**src/rtl/change_dispenser.sv**
```systemverilog
// change_dispenser: ejects the requested notes, then the coins, one at a time.
// Each eject waits for ejectorReady, is followed by a settle gap, and aborts on a stall timeout.
module change_dispenser #(
  parameter int GAP_CYCLES     = 3,
  parameter int TIMEOUT_CYCLES = 255,
  parameter int MAX_COINS      = 4,
  parameter int MAX_NOTES      = 2
) (
  input  logic       clock,
  input  logic       resetN,
  input  logic       start,
  input  logic [2:0] numberOf2Coins,
  input  logic [1:0] numberOf10Notes,
  input  logic       ejectorReady,
  output logic       coinEject,
  output logic       noteEject,
  output logic [2:0] coinsLeft,
  output logic [1:0] notesLeft,
  output logic       busy,
  output logic       done,
  output logic       error
);
  typedef enum logic [2:0] {IDLE, CHECK, NOTE, COIN, GAP, DONE} state_t;
  localparam logic [3:0] GAP_LAST = 4'(GAP_CYCLES);
  localparam logic [7:0] TMO_LAST = 8'(TIMEOUT_CYCLES - 1);
  localparam logic [2:0] COIN_MAX = 3'(MAX_COINS);
  localparam logic [1:0] NOTE_MAX = 2'(MAX_NOTES);
  state_t     state;
  state_t     route;
  logic [7:0] tmo;
  logic [3:0] gap;
  // notes always drain before coins
  always_comb route = notesLeft != 2'd0 ? NOTE : coinsLeft != 3'd0 ? COIN : DONE;
  always_ff @(posedge clock) begin
    if (!resetN) begin
      state     <= IDLE;
      tmo       <= 8'd0;
      gap       <= 4'd0;
      coinEject <= 1'b0;
      noteEject <= 1'b0;
      coinsLeft <= 3'd0;
      notesLeft <= 2'd0;
      busy      <= 1'b0;
      done      <= 1'b0;
      error     <= 1'b0;
    end else begin
      coinEject <= 1'b0;
      noteEject <= 1'b0;
      done      <= 1'b0;
      case (state)
        IDLE: if (start) begin
          coinsLeft <= numberOf2Coins;
          notesLeft <= numberOf10Notes;
          error     <= 1'b0;
          tmo       <= 8'd0;
          busy      <= 1'b1;
          state     <= CHECK;
        end
        CHECK: if (coinsLeft > COIN_MAX || notesLeft > NOTE_MAX) begin
          error     <= 1'b1;
          coinsLeft <= 3'd0;
          notesLeft <= 2'd0;
          busy      <= 1'b0;
          done      <= 1'b1;
          state     <= DONE;
        end else begin
          busy  <= route != DONE;
          done  <= route == DONE;
          state <= route;
        end
        NOTE, COIN: if (ejectorReady) begin
          noteEject <= state == NOTE;
          coinEject <= state == COIN;
          if (state == NOTE) notesLeft <= notesLeft - 2'd1;
          else coinsLeft <= coinsLeft - 3'd1;
          tmo   <= 8'd0;
          gap   <= 4'd1;
          state <= GAP;
        end else if (tmo == TMO_LAST) begin
          // counters keep the undelivered amounts for diagnosis
          error <= 1'b1;
          tmo   <= 8'd0;
          busy  <= 1'b0;
          done  <= 1'b1;
          state <= DONE;
        end else begin
          tmo <= tmo + 8'd1;
        end
        GAP: if (gap == GAP_LAST) begin
          busy  <= route != DONE;
          done  <= route == DONE;
          state <= route;
        end else begin
          gap <= gap + 4'd1;
        end
        default: state <= IDLE;
      endcase
    end
  end
endmodule

```
**config.mk**
```make
export PLATFORM = sky130hd
export DESIGN_NAME = change_dispenser
export DESIGN_NICKNAME = d
export VERILOG_FILES = /design/src/rtl/change_dispenser.sv
export SDC_FILE = /design/constraint.sdc
export NUM_CORES = 1
export LEC_CHECK = 0
export BUFFER_PORTS_ARGS = -buffer_cell sky130_fd_sc_hd__buf_2
export CAP_MARGIN = 20
export CORE_MARGIN = 8
export CORE_UTILIZATION = 40
export DETAILED_ROUTE_END_ITERATION = 8
export GPL_TIMING_DRIVEN = 0
export MAX_ROUTING_LAYER = met4
export PLACE_DENSITY = 0.68
export SYNTH_ARGS = -nofsm -noshare
export SYNTH_HDL_FRONTEND = slang
export SYNTH_SLANG_ARGS = --single-unit
```
**constraint.sdc**
```tcl
create_clock -name clock -period 5.75 [get_ports clock]
set_clock_uncertainty 0.15 [all_clocks]
set_input_delay 0.2875 -clock clock [delete_from_list [all_inputs] [get_ports clock]]
set_output_delay 0.2875 -clock clock [all_outputs]
set_load 0.02 [all_outputs]
```
==> run summary <==
The startpoint identified for the worst register-to-register timing path is coinsLeft[0]. For the worst flop-to-flop path, the logic depth is 8. The leakage power figure is 0.679 nW, and the wire length of the first global-routing pass is 5.98 mm. The endpoint of the most critical register-to-register path is coinsLeft[1].

The die covers 0.00612 sq mm. The synthesized design devotes to its leading area cell type 32.3% of total area. The width of the die came out at 78.2 microns.

The relative slew slack is 65.7%. Before antenna repair, the detailed router went through 4 iterations. Max-cap violations in this run came to 0. Once routing completed, OpenROAD measured the worst setup slack at 3.71 ns.

Per report_power, the sequential group accounts for 29.2% of the total. The share of total power in combinational logic was 59.0%. The root buffer cell chosen for the clock tree is sky130_fd_sc_hd__clkbuf_8. The run finished with clean final reports. Setup repair after global routing left no endpoint under its margin. The synthesized design contains 0 enable-type register cells. The post-synthesis register bit count is 25, and the fraction of power consumed by the clock network is 11.8%.

At the end of the flow, the number of nets in the layout was 201. The count of non-filler cells in the finished layout was 231; the internal power component was 505 uW. The final hold violation count is 0. The final RePlAce weighted congestion is 0.854. The worst hold path passes through 3 cells. The net switching share of the total power was 42.9%. The area of the core region was 0.00369 sq mm; the starting density of the core was 42.0%.

The async set-or-reset flop fraction in the synthesized netlist works out to 0%. Total power for the finished layout comes to 884 uW. The number of gates resized after CTS was 0. By instance count, the leading cell after synthesis is sky130_fd_sc_hd__dfxtp_1. The count of nets left with antenna violations once routing finished came out at 0. For this run, the share of the core covered by cells in the final layout is 47.3%. After routing the design area is 0.00174 sq mm. The startpoint identified for the worst hold timing path is resetN. Counting every instance in the synthesized netlist gives 161. Detailed routing inserted a total of 1289 vias. The number of global-route vias before repair was 1271. The run gives 227 as the placed instance count.

The largest vdd supply drop was 0.224 mV. Buffers inserted during clock tree synthesis total 3. The dominant cell type by area after synthesis is sky130_fd_sc_hd__dfxtp_1.

The tools report the number of H-tree branching levels as 1. From bottom edge to top edge, the die measures 78.2 microns. STA puts the critical path data required time at 5.76 ns. The mean cell area of the mapped netlist is 9.62 sq um, and the clock-pin slew reported for the worst setup and hold paths after clock tree synthesis is 0.08 ns. The power per unit of standard cell area was 507 mW/mm^2; the clock latency of the later-clocked register in the worst-skew pair was 0.27 ns. The logs give 0 for the initial antenna violation count and 491 MHz for the highest achievable clock rate. For this design, the CTS-stage hold fixing added 0 buffers.

The share of the Yosys chip area taken by registers is 32.3%. The arrival time at the worst endpoint is 2.04 ns. The final layout contains routed wiring with a total length of 3.42 mm. The count of different cell masters after synthesis came out at 56. The analysis attributes to net switching a power of 379 uW. TritonCTS built the clock tree. The tools report the largest net degree at the start of global routing as 14.

The run gives 0 as the diode insertion count for antenna repair. The floorplan has 22 rows. Type of the worst setup path: flip-flop to flip-flop.

The logs give 0 for the global-route congestion overflow total and 11.9% for the global routing usage summed across all routing layers. The run gives 0.00170 sq mm as the cell area reported after detailed placement. Dividing the final minimum period by the clock period gives 35.4%. Synthesis produced a netlist with a net count of 178. For the pin with the worst max-slew slack, the measured transition is 0.509 ns. The count of warnings emitted by yosys is 0. The kind of end point of the critical path was a flip-flop.

The number of pins with negative max-slew slack in the final report was 0. The top fanout value on the critical path came out at 5. The worst hold path belongs to the class input pin to flip-flop. Relative to the synthesized area, the layout overhead comes to 12.6%.

In the synthesized netlist, the cells that appear most often are 25 x sky130_fd_sc_hd__dfxtp_1, 16 x sky130_fd_sc_hd__nor2_1, 11 x sky130_fd_sc_hd__a21oi_1, 9 x sky130_fd_sc_hd__inv_1, 8 x sky130_fd_sc_hd__ha_1. The routed design could run at a clock period as short as 2.04 ns. For this run, the leading register cell type out of synthesis is sky130_fd_sc_hd__dfxtp_1. The DRC marker count from the first detailed-route iteration came out at 77.

Dividing the detail-routed via count by the number of cells gives 5.58. The number of port buffers was 18. After synthesis the cells add up to 0.00155 sq mm. The share of final-layout standard cells stronger than drive strength 1 was 23.0%. After legalization and detailed placement, the total HPWL measured 2.57 mm. The sort of element at the start of the critical path is a flip-flop. The maximum number of buffers from clock root to sink was 2; the reg-to-reg setup timing slack was 3.71 ns. Sorting the synthesized cells by area gives the leading types as sky130_fd_sc_hd__dfxtp_1 32%, sky130_fd_sc_hd__ha_1 6.5%, sky130_fd_sc_hd__nor2_1 3.9%, sky130_fd_sc_hd__a21oi_1 3.6%, sky130_fd_sc_hd__mux2i_1 2.6%.

The path with the worst hold slack has its endpoint at gap[2]. The logs give 19 for the count of pins on the block boundary and 0.158 ns for the worst slack on hold paths. The count of final setup violators came out at 0. The number of sinks on the clock net was 25. In this run the post-CTS setup repair buffer count came out at 0. The worst setup slack before clock tree synthesis is 3.70 ns, and the count of unresolved DRC violations after routing is 0. Summed over all failing endpoints, the final setup total negative slack is 0 ns. Dividing the detail-routed wire length by the instance count gives 14.8 microns.
-- cells in the final DEF (no fill, tap or decap), types with 2 or more instances in the layout --
cell type	n
sky130_fd_sc_hd__nor2b_1	3
sky130_fd_sc_hd__a2111oi_2	2
sky130_fd_sc_hd__nand4_1	2
sky130_fd_sc_hd__nand3_1	3
sky130_fd_sc_hd__buf_2	18
sky130_fd_sc_hd__buf_6	3
sky130_fd_sc_hd__inv_1	9
sky130_fd_sc_hd__o2bb2ai_1	2
sky130_fd_sc_hd__o21bai_1	3
sky130_fd_sc_hd__nor2_1	16
sky130_fd_sc_hd__inv_2	2
sky130_fd_sc_hd__dfxtp_1	25
sky130_fd_sc_hd__a22o_1	2
sky130_fd_sc_hd__ha_1	8
sky130_fd_sc_hd__a2bb2oi_1	2
sky130_fd_sc_hd__buf_4	2
sky130_fd_sc_hd__a21oi_1	11
sky130_fd_sc_hd__xnor2_1	4
sky130_fd_sc_hd__nor3_1	3
sky130_fd_sc_hd__mux2i_1	4
sky130_fd_sc_hd__nor3b_1	2
sky130_fd_sc_hd__a311oi_1	2
sky130_fd_sc_hd__o21ai_0	4
sky130_fd_sc_hd__nand2b_1	3
sky130_fd_sc_hd__a211o_1	2
sky130_fd_sc_hd__xor2_1	3
sky130_fd_sc_hd__nand2_1	6
sky130_fd_sc_hd__nor4bb_1	2
sky130_fd_sc_hd__nor4_1	2
sky130_fd_sc_hd__clkbuf_8	3
sky130_fd_sc_hd__a211oi_1	2
-- power groups by stage --
| stage | Combinational [mW] | Sequential, mW | Clock, mW |
|---|---|---|---|
| finish | 0.522 | 0.258 | 0.104 |
| global route | 0.566 | 0.265 | 0.116 |
| CTS | 0.522 | 0.258 | 0.107 |
| detailed placement | 0.518 | 0.261 | 0 |
| global placement | 0.510 | 0.259 | 0 |
| floorplan | 0.392 | 0.283 | 0 |
-- kinds of logic (layout without fill, tap and decap cells) --
group / after synthesis / in the layout / share of synthesized area [%]
xor+xnor: 7 / 7 / 3.96
mux: 5 / 5 / 4.04
simple gates: 51 / 51 / 19.1
fa+ha+maj: 8 / 8 / 6.46
buf+inv: 17 / 39 / 6.06
flops: 25 / 25 / 32.3
compound gates: 48 / 48 / 28.1
-- routing by layer --
layer	part of all wire (%)	GRT usage, %	wire length (microns)
met1	49	14.4	1670
met5	0	-	0
met4	1.2	2.78	40
met3	2.7	2.85	91
met2	47	19.3	1610
-- how the worst max path moves through the flow --
stage / from / end / slack [ns] / cells after the start
2_1_floorplan: coinsLeft[0] / coinsLeft[0] / 3.73 / 8
3_5_place_dp: coinsLeft[0] / coinsLeft[1] / 3.70 / 8
5_1_grt: coinsLeft[0] / coinsLeft[0] / 3.57 / 8
3_3_place_gp: coinsLeft[0] / state[2] / 3.75 / 7
4_1_cts: coinsLeft[0] / coinsLeft[1] / 3.70 / 8
6_report: coinsLeft[0] / coinsLeft[1] / 3.71 / 8
-- layout make-up --
cell class	count	area, sq um
Multi-Input combinational cell	119	955
Clock buffer	4	45.0
Sequential cell	25	500
Fill cell	359	1940
Buffer	5	48.8
Tap cell	48	60.1
Inverter	12	45.0
Timing Repair Buffer	18	90.1
-- state kept, by name, summed over array words and instances, names as in the netlist, 2 cells and up --
name / cells
coinsLeft: 3
gap: 4
notesLeft: 2
state: 3
tmo: 8
-- worst max-delay path: stages (launching register included) --
cell	delay [ns]
sky130_fd_sc_hd__dfxtp_1	0.35
sky130_fd_sc_hd__inv_1	0.06
sky130_fd_sc_hd__ha_1	0.21
sky130_fd_sc_hd__inv_1	0.06
sky130_fd_sc_hd__ha_1	0.34
sky130_fd_sc_hd__o21bai_4	0.14
sky130_fd_sc_hd__a221oi_4	0.33
sky130_fd_sc_hd__mux2i_1	0.23
sky130_fd_sc_hd__nor2_1	0.05
(Power assumes the default switching activity.)
